`config.mk`:
```
export PLATFORM = sky130hd
export DESIGN_NAME = fetch_stage
export DESIGN_NICKNAME = d
export VERILOG_FILES = /design/src/rtl/fetch_stage.sv
export SDC_FILE = /design/constraint.sdc
export NUM_CORES = 1
export LEC_CHECK = 0
export CORE_ASPECT_RATIO = 1.75
export CORE_MARGIN = 1
export CORE_UTILIZATION = 45
export CTS_BUF_LIST = sky130_fd_sc_hd__clkbuf_4 sky130_fd_sc_hd__clkbuf_8
export CTS_CLUSTER_DIAMETER = 50
export DETAILED_ROUTE_END_ITERATION = 8
export DONT_BUFFER_PORTS = 1
export GPL_TIMING_DRIVEN = 0
export PLACE_DENSITY = 0.69
export SLEW_MARGIN = 10
export SYNTH_ARGS = -nofsm -noshare
export SYNTH_HDL_FRONTEND = slang
export SYNTH_SLANG_ARGS = --single-unit
```
`constraint.sdc`:
```
create_clock -name clk -period 7.1 [get_ports clk]
set_input_delay 1.065 -clock clk [delete_from_list [all_inputs] [get_ports clk]]
set_output_delay 1.065 -clock clk [all_outputs]
set_load 0.02 [all_outputs]
```
`src/rtl/fetch_stage.sv`:
```
// Instruction fetch stage: PC register, IMEM request/ack handshake, redirect handling and F/D pipeline register.
// Optional FetchStallCntF statistics output is enabled by defining FETCH_STATS_EN.
module fetch_stage (
    input  logic        clk,
    input  logic        reset,
    input  logic        StallF,
    input  logic        StallD,
    input  logic        FlushD,
    input  logic        BranchTakenD,
    input  logic [31:0] ALUResultE,
    input  logic        PCSrcW,
    input  logic [31:0] ResultW,
    output logic [31:0] IAddrF,
    output logic        IReqF,
    input  logic [31:0] IRdataF,
    input  logic        IAckF,
    output logic [31:0] InstrD,
    output logic [31:0] PCPlus8D,
    output logic        InstrValidD,
    output logic        FetchBusyF
`ifdef FETCH_STATS_EN
    ,
    output logic [15:0] FetchStallCntF
`endif
);

    typedef enum logic [1:0] {
        S_FETCH   = 2'd0,
        S_DISCARD = 2'd1,
        S_HOLD    = 2'd2
    } state_t;

    state_t      r_state;
    state_t      w_state_next;
    logic [31:0] r_pcf,        w_pcf_next;
    logic [31:0] r_pend_pc,    w_pend_pc_next;
    logic [31:0] r_hold_instr, w_hold_instr_next;
    logic [31:0] r_hold_pc,    w_hold_pc_next;
    logic [31:0] r_instr_d,    w_instr_d_next;
    logic [31:0] r_pc8_d,      w_pc8_d_next;
    logic        r_valid_d,    w_valid_d_next;

    logic        w_redirect;
    logic [31:0] w_target;
    logic [31:0] w_pc_plus4;
    logic [31:0] w_pc_plus8;
    logic        w_d_hold;
    logic [31:0] w_cand_instr;
    logic [31:0] w_cand_pc8;
    logic        w_cand_valid;

    // The branch resolved in decode is younger than the writeback redirect, so it wins.
    assign w_redirect = BranchTakenD | PCSrcW;
    assign w_target   = BranchTakenD ? ALUResultE : ResultW;
    assign w_pc_plus4 = r_pcf + 32'd4;
    assign w_pc_plus8 = r_pcf + 32'd8;
    assign w_d_hold   = StallD & ~FlushD;

    always_ff @(posedge clk or negedge reset) begin
        if (!reset) begin
            r_state <= S_FETCH;
        end else begin
            r_state <= w_state_next;
        end
    end

    always_comb begin
        w_state_next = r_state;
        case (r_state)
            S_FETCH: begin
                if (w_redirect && !IAckF) begin
                    w_state_next = S_DISCARD;
                end else if (!w_redirect && IAckF && w_d_hold) begin
                    w_state_next = S_HOLD;
                end
            end
            S_DISCARD: begin
                if (IAckF) begin
                    w_state_next = S_FETCH;
                end
            end
            S_HOLD: begin
                if (w_redirect || !w_d_hold) begin
                    w_state_next = S_FETCH;
                end
            end
            default: w_state_next = S_FETCH;
        endcase
    end

    always_comb begin
        IAddrF     = r_pcf;
        IReqF      = (r_state != S_HOLD);
        FetchBusyF = IReqF & ~IAckF;
    end

    // Datapath next values; the D register defaults to a bubble unless a word is delivered.
    always_comb begin
        w_pcf_next        = r_pcf;
        w_pend_pc_next    = r_pend_pc;
        w_hold_instr_next = r_hold_instr;
        w_hold_pc_next    = r_hold_pc;
        w_cand_instr      = 32'd0;
        w_cand_pc8        = 32'd0;
        w_cand_valid      = 1'b0;
        case (r_state)
            S_FETCH: begin
                if (w_redirect) begin
                    if (IAckF) begin
                        w_pcf_next = w_target;
                    end else begin
                        w_pend_pc_next = w_target;
                    end
                end else if (IAckF) begin
                    if (!StallF) begin
                        w_pcf_next = w_pc_plus4;
                    end
                    if (w_d_hold) begin
                        w_hold_instr_next = IRdataF;
                        w_hold_pc_next    = w_pc_plus8;
                    end else if (!FlushD) begin
                        w_cand_instr = IRdataF;
                        w_cand_pc8   = w_pc_plus8;
                        w_cand_valid = 1'b1;
                    end
                end
            end
            S_DISCARD: begin
                if (w_redirect) begin
                    w_pend_pc_next = w_target;
                end
                if (IAckF) begin
                    w_pcf_next = w_redirect ? w_target : r_pend_pc;
                end
            end
            S_HOLD: begin
                if (w_redirect) begin
                    w_pcf_next = w_target;
                end else if (!StallD && !FlushD) begin
                    w_cand_instr = r_hold_instr;
                    w_cand_pc8   = r_hold_pc;
                    w_cand_valid = 1'b1;
                end
            end
            default: begin
                w_pcf_next = r_pcf;
            end
        endcase
        w_instr_d_next = w_d_hold ? r_instr_d : w_cand_instr;
        w_pc8_d_next   = w_d_hold ? r_pc8_d   : w_cand_pc8;
        w_valid_d_next = w_d_hold ? r_valid_d : w_cand_valid;
    end

    always_ff @(posedge clk or negedge reset) begin
        if (!reset) begin
            r_pcf        <= 32'd0;
            r_pend_pc    <= 32'd0;
            r_hold_instr <= 32'd0;
            r_hold_pc    <= 32'd0;
            r_instr_d    <= 32'd0;
            r_pc8_d      <= 32'd0;
            r_valid_d    <= 1'b0;
        end else begin
            r_pcf        <= w_pcf_next;
            r_pend_pc    <= w_pend_pc_next;
            r_hold_instr <= w_hold_instr_next;
            r_hold_pc    <= w_hold_pc_next;
            r_instr_d    <= w_instr_d_next;
            r_pc8_d      <= w_pc8_d_next;
            r_valid_d    <= w_valid_d_next;
        end
    end

    assign InstrD      = r_instr_d;
    assign PCPlus8D    = r_pc8_d;
    assign InstrValidD = r_valid_d;

`ifdef FETCH_STATS_EN
    logic [15:0] r_stall_cnt;

    // Counts cycles lost to memory wait or to draining a redirected request; saturates.
    always_ff @(posedge clk or negedge reset) begin
        if (!reset) begin
            r_stall_cnt <= 16'd0;
        end else if ((FetchBusyF || (r_state == S_DISCARD)) && (r_stall_cnt != 16'hFFFF)) begin
            r_stall_cnt <= r_stall_cnt + 16'd1;
        end
    end

    assign FetchStallCntF = r_stall_cnt;
`endif

endmodule

```
## After elaboration in Yosys (flattened, before gate mapping)

Cells that the tools add are included.

| storage, ports and cells | value |
|---|---|
| register bits after elaboration | 195 |
| input bits | 104 |
| output and inout port bits | 99 |
| logic and storage cells | 79 |

| cells by class | value |
|---|---|
| $add $sub $neg | 2 |
| equal/unequal tests | 11 |
| multiplexer cells | 35 |
| bitwise logic cells | 6 |
| reduce and logical (&&, ||, !) cells | 17 |

Operator list:

| kind | count |
|---|---|
| $mux 32 | 20 |
| $pmux 32 s2 | 3 |
| $pmux 32 s3 | 1 |
| $add 32x3->32 const B | 1 |
| $add 32x4->32 const B | 1 |
| $ne 2x2->1 const B | 7 |
| $mux 2 | 4 |
| $ne 3x3->1 const B | 2 |
| $pmux 2 s3 | 1 |
| $reduce_and 3->1 | 2 |
| $logic_not 1->1 | 5 |
| $mux 1 | 5 |
| $reduce_and 5->1 | 1 |
| $logic_and 1x1->1 | 4 |
| $reduce_and 4->1 | 1 |
| $not 1->1 | 3 |
| $reduce_bool 3->1 | 1 |
| $and 1x1->1 | 2 |
| $eq 2x1->1 const B | 1 |
| $eq 2x2->1 const B | 1 |
| $logic_not 2->1 | 1 |
| $pmux 1 s2 | 1 |
| $reduce_bool 2->1 | 1 |
| $logic_or 1x1->1 | 1 |
| $or 1x1->1 | 1 |

## Depth between registers and ports, before layout

| logic depth | value |
|---|---|
| word-level depth | 7 |
| gate-level depth with buffers | 10 |
| gate-level depth less buffers | 7 |

## Least setup slack after synthesis

OpenSTA, ideal clock, no wires.

| timing path | value |
|---|---|
| path kind | input-to-reg |
| start point | input port BranchTakenD |
| end point | register r_hold_pc[22] |
| library setup time | 135 ps |
| data arrival time | 2584 ps |
| data required time | 6965 ps |
| slack | 4381 ps |
| cell stages on the path | 9 |
| path buffers | 4 |
| path through | buf_2 > or2_1 > buf_2 > nor3_4 > nand2_1 > buf_2 > clkbuf_1 > nand2_1 > o21ai_0 |

| on the way | value |
|---|---|
| cells in the longest elaborated chain, start to end | 3 |

RTL lines:

| item | line | text |
|---|---|---|
| start: declaration | 9 | `input logic BranchTakenD,` |
| $or 1x1->1 | 53 | `assign w_redirect = BranchTakenD \| PCSrcW;` |
| $not 1->1 (no source line) | n/a |  |
| $reduce_and 4->1 (no source line) | n/a |  |
| end signal: assignment | 167 | `r_hold_pc <= w_hold_pc_next;` |
| end: declaration | 38 | `logic [31:0] r_hold_pc, w_hold_pc_next;` |

No other way between the ends.
A chain may end at the register's enable or synchronous reset.

## Worst setup path after layout

| timing path | value |
|---|---|
| start point | register r_state[0] |
| end point | output port IReqF |

| on the way | value |
|---|---|
| cells in the longest elaborated chain, start to end | 1 |

RTL lines:

| item | line | text |
|---|---|---|
| start: declaration | 33 | `state_t r_state;` |
| start signal: assignment | 63 | `r_state <= w_state_next;` |
| $ne 2x2->1 | 93 | `IReqF = (r_state != S_HOLD);` |
| end: declaration | 14 | `output logic IReqF,` |

No other way between the ends.

==> results.rst <==
.. list-table::
   :header-rows: 1

   * - Metric
     - Value
   * - Worst max-slew margin expressed relative to the limit
     - 0.255
   * - Horiz. Die Dim
     - 115 um
   * - Maximum buffer depth of the clock tree
     - 2
   * - Post-synthesis share of cell area spent on xor and xnor gates
     - 0.0311
   * - Number of instances in the synthesized netlist
     - 1061
   * - Post-synthesis adder-cell area fraction
     - 0.00740
   * - Share of flip-flops with an asynchronous set or reset after synthesis
     - 1.00
   * - Startpoint types
     - flop
   * - Number of buffers added to fix hold violations after cts
     - 0
   * - Final-report hold violation count
     - 0
   * - Cell Area, Synth
     - 10100 um^2
   * - Setup-violating endpoint count in the final report
     - 0
   * - Share of power burned in the clock network
     - 0.191
   * - Flop and latch count out of synthesis
     - 195
   * - Highest attainable clock frequency
     - 285 MHz
   * - Total net switching power
     - 1.72 mW
   * - Count of instances resized after the clock tree is built
     - 0
   * - Total global-route track usage
     - 0.274
   * - Maximum vdd drop
     - 0.000176 V
   * - Category of the worst setup path capture point
     - primary output
   * - Die boundary height
     - 201 um
   * - TritonCTS buffer count
     - 17
   * - Proportion of power drawn by combinational gates
     - 0.342
   * - Syn Area/Cell
     - 9.56 um^2
   * - Cell variety after synth
     - 67
   * - CTS tree
     - yes
   * - Worst clock skew on the final layout
     - 0.0140 ns
   * - Maximum fanout count along the critical path
     - 10
   * - Static Leak
     - 4.43 nW
   * - Leftover overflow at the end of global routing
     - 0
   * - Wire length of the first global-routing pass
     - 47.4 mm
   * - Ys Warns
     - 0
   * - Clk slew on worst S/H paths
     - 0.11 ns
   * - Post-Route Hold Slack
     - 0.263 ns
   * - DRC violation count after routing
     - 0
   * - Later-pin clock latency in the skew report
     - 0.50 ns
   * - Weighted congestion at the end of routability-driven global placement
     - 0.979
   * - Post-synthesis compound-gate area fraction
     - 0.215
   * - Clk Tree Root Cell
     - sky130_fd_sc_hd__clkbuf_8
   * - Antenna cells
     - 0
   * - Count of boundary I/O pins
     - 203
   * - Max-capacitance violation count
     - 0
   * - Count of TritonRoute iterations in the first routing pass
     - 5
   * - Internal power
     - 2.31 mW
   * - CP required
     - 6.03 ns
   * - Post-synth EDFFs
     - 0
   * - Largest family of logic cells by synthesized area
     - compound AO/OA/AOI/OAI gates
   * - Final ANT Viol Nets
     - 0
   * - Via count
     - 8382
   * - Arrival time of data at the critical path endpoint
     - 2.45 ns
   * - Vias in the first global route
     - 8416
   * - Total negative slack
     - 0 ns
   * - Post-detailed-route via-to-cell ratio
     - 6.03
   * - Area added between synthesis and finish
     - 7.83%
   * - Final Net Count
     - 1190
   * - Synthesized net count
     - 1171
   * - Pin count of the biggest net entering global routing
     - 196
   * - Seq/Total Area, Yosys
     - 0.481
   * - Highest-count cells in the layout ignoring fill and taps
     - sky130_fd_sc_hd__dfrtp_1, sky130_fd_sc_hd__o21ai_0, sky130_fd_sc_hd__nand2_1, sky130_fd_sc_hd__a22oi_1, sky130_fd_sc_hd__mux2_2
   * - Post-Synth Simple-Gate Area
     - 0.137
   * - Primary FF master, synth
     - sky130_fd_sc_hd__dfrtp_1
   * - Most common cell after layout, fill and taps aside
     - sky130_fd_sc_hd__dfrtp_1
   * - Pin slew with the least headroom to its limit
     - 1.11 ns
   * - Number of clock sinks
     - 195
   * - Final wirelength
     - 30.8 mm
   * - Status
     - finished clean
   * - Antenna violations before repair
     - 0
   * - Cell Rows
     - 72
   * - Total of fill cells in the finished design
     - 2130
   * - Sum of net half-perimeters after detailed placement
     - 23.6 mm
   * - WS Path Type
     - flop to primary output
   * - Unrepaired setup endpoints after global routing
     - false
   * - CTS H-Tree Depth
     - 4
   * - Slew Viols, Final
     - 0
   * - Final period demand of the worst path
     - 3.51 ns
   * - Die ar.
     - 23200 um^2
   * - 1st-iter DRT viols
     - 471
   * - Post-CTS setup-driven buffer insertion count
     - 0
   * - Proportion of layout cells with a drive suffix above 1
     - 0.107
   * - Area of the core
     - 22100 um^2
   * - Starting density of the core
     - 0.459
   * - PD cells
     - 369 nW/um^2
   * - Switch share
     - 0.427
   * - Worst min path class
     - input port to async pin
   * - Sequential fraction of design power
     - 0.467
   * - Multiplexer area fraction after synthesis
     - 0.0890
   * - Routed wire length per instance
     - 22.1 um
   * - Share of the clock period used by the worst path after layout
     - 0.494
   * - Port Buffers
     - 0
-- through the flow --
| step | instance area, um^2 | util | std cells | worst slack, ns | power [mW] |
|---|---|---|---|---|---|
| floorplan | 10100 | - | 1061 | 4.38 | 2.80 |
| global placement | 10500 | 0.476 | 1357 | 3.65 | 3.23 |
| detailed placement | 10500 | 0.476 | 1357 | 3.58 | 3.27 |
| CTS | 10900 | 0.495 | 1389 | 3.62 | 4.04 |
| global route | 10900 | 0.495 | 1389 | 3.50 | 4.28 |
| finish | 10900 | 0.495 | 1389 | 3.59 | 4.03 |
-- synthesized netlist by cell type, types with 3 or more instances --
master / count / area [um^2]
sky130_fd_sc_hd__o221ai_1: 3 / 26.3
sky130_fd_sc_hd__or3_1: 5 / 31.3
sky130_fd_sc_hd__a21oi_1: 39 / 195
sky130_fd_sc_hd__a311o_1: 4 / 40.0
sky130_fd_sc_hd__ha_1: 6 / 75.1
sky130_fd_sc_hd__a22oi_1: 64 / 480
sky130_fd_sc_hd__nand2b_1: 10 / 62.6
sky130_fd_sc_hd__o22a_1: 3 / 26.3
sky130_fd_sc_hd__dfrtp_1: 195 / 4880
sky130_fd_sc_hd__nor3_1: 20 / 100
sky130_fd_sc_hd__xnor2_1: 20 / 175
sky130_fd_sc_hd__o21a_1: 3 / 22.5
sky130_fd_sc_hd__nor4_1: 7 / 43.8
sky130_fd_sc_hd__buf_2: 16 / 80.1
sky130_fd_sc_hd__nand2_1: 156 / 586
sky130_fd_sc_hd__a31oi_1: 4 / 25.0
sky130_fd_sc_hd__nor2_1: 33 / 124
sky130_fd_sc_hd__a221oi_1: 5 / 43.8
sky130_fd_sc_hd__mux2i_1: 26 / 260
sky130_fd_sc_hd__o22ai_1: 3 / 18.8
sky130_fd_sc_hd__o31ai_1: 5 / 37.5
sky130_fd_sc_hd__nand4_1: 16 / 100
sky130_fd_sc_hd__o21ai_0: 160 / 801
sky130_fd_sc_hd__nor2b_1: 4 / 25.0
sky130_fd_sc_hd__nand3_1: 17 / 85.1
sky130_fd_sc_hd__and2_1: 7 / 43.8
sky130_fd_sc_hd__and3_1: 4 / 25.0
sky130_fd_sc_hd__buf_1: 11 / 41.3
sky130_fd_sc_hd__inv_1: 10 / 37.5
sky130_fd_sc_hd__o211ai_1: 15 / 113
sky130_fd_sc_hd__buf_4: 3 / 22.5
sky130_fd_sc_hd__a21o_1: 4 / 30.0
sky130_fd_sc_hd__xor2_1: 16 / 140
sky130_fd_sc_hd__mux2_2: 57 / 642
sky130_fd_sc_hd__a211oi_1: 5 / 37.5
sky130_fd_sc_hd__a211o_1: 7 / 61.3
sky130_fd_sc_hd__a221o_1: 6 / 60.1
sky130_fd_sc_hd__clkbuf_1: 56 / 210
-- worst max-delay path, cell delays in order (launching register included) --
cell                       delay, ns
sky130_fd_sc_hd__dfrtp_1        0.48
sky130_fd_sc_hd__inv_1          0.10
sky130_fd_sc_hd__ha_1           0.20
sky130_fd_sc_hd__clkbuf_1       0.24
sky130_fd_sc_hd__inv_1          0.19
sky130_fd_sc_hd__clkbuf_1       0.74
-- logic make-up (layout without fill, tap and decap cells) --
| kind of cell | count (synthesis) | in the layout |
|---|---|---|
| AO/OA/AOI/OAI | 348 | 348 |
| adder cells (fa/ha/maj) | 6 | 6 |
| AND/OR/NAND/NOR | 295 | 295 |
| multiplexers | 83 | 83 |
| XOR/XNOR | 36 | 36 |
| buffers and inverters | 98 | 130 |
| flip-flops | 195 | 195 |
-- per-layer routing --
| metal | global-route usage | vias to the layer above | wire length, um |
|---|---|---|---|
| li1 | - | 3899 | - |
| met1 | 0.286 | 4043 | 10700 |
| met2 | 0.481 | 336 | 16000 |
| met3 | 0.0616 | 104 | 2100 |
| met4 | 0.179 | 0 | 1950 |
| met5 | 0 | - | 0 |
-- worst paths after layout --
path,to,slack (ns),depth (start not counted),startpoint
setup / recovery,IReqF,3.59,5,r_state[0]
hold / removal,PCPlus8D[26],0.26,0,reset
setup reg to reg,IAddrF[21],3.76,9,r_state[0]
hold reg to reg,r_pend_pc[7],0.49,2,r_pend_pc[7]
max in group asynchronous,IAddrF[8],6.48,0,reset
min in group clk,r_pend_pc[7],0.49,2,r_pend_pc[7]
-- layout make-up --
cell class	instances	area, um^2	share of cell area
inverter	11	41.3	0.00378
buffer	87	359	0.0328
sequential	195	4880	0.446
clock inverter	14	176	0.0161
tap	296	370	0.0339
clock buffer	18	248	0.0227
multi-input combinational	768	4860	0.445
-- state kept, by name, indices dropped and copies added, names as in the netlist --
| name | cells |
|---|---|
| InstrValidD | 1 |
| r_pend_pc | 32 |
| PCPlus8D | 32 |
| IAddrF | 32 |
| r_hold_pc | 32 |
| r_state | 2 |
| InstrD | 32 |
| r_hold_instr | 32 |
-- power groups by stage --
stage / logic, mW / clock network (mW) / registers, mW
after CTS: 1.37 / 0.786 / 1.89
final: 1.38 / 0.768 / 1.88
after floorplan: 1.00 / 0 / 1.80
after global routing: 1.52 / 0.827 / 1.93
after detailed placement: 1.36 / 0 / 1.91
after global placement: 1.34 / 0 / 1.89
Power figures use the tool's default switching activity.
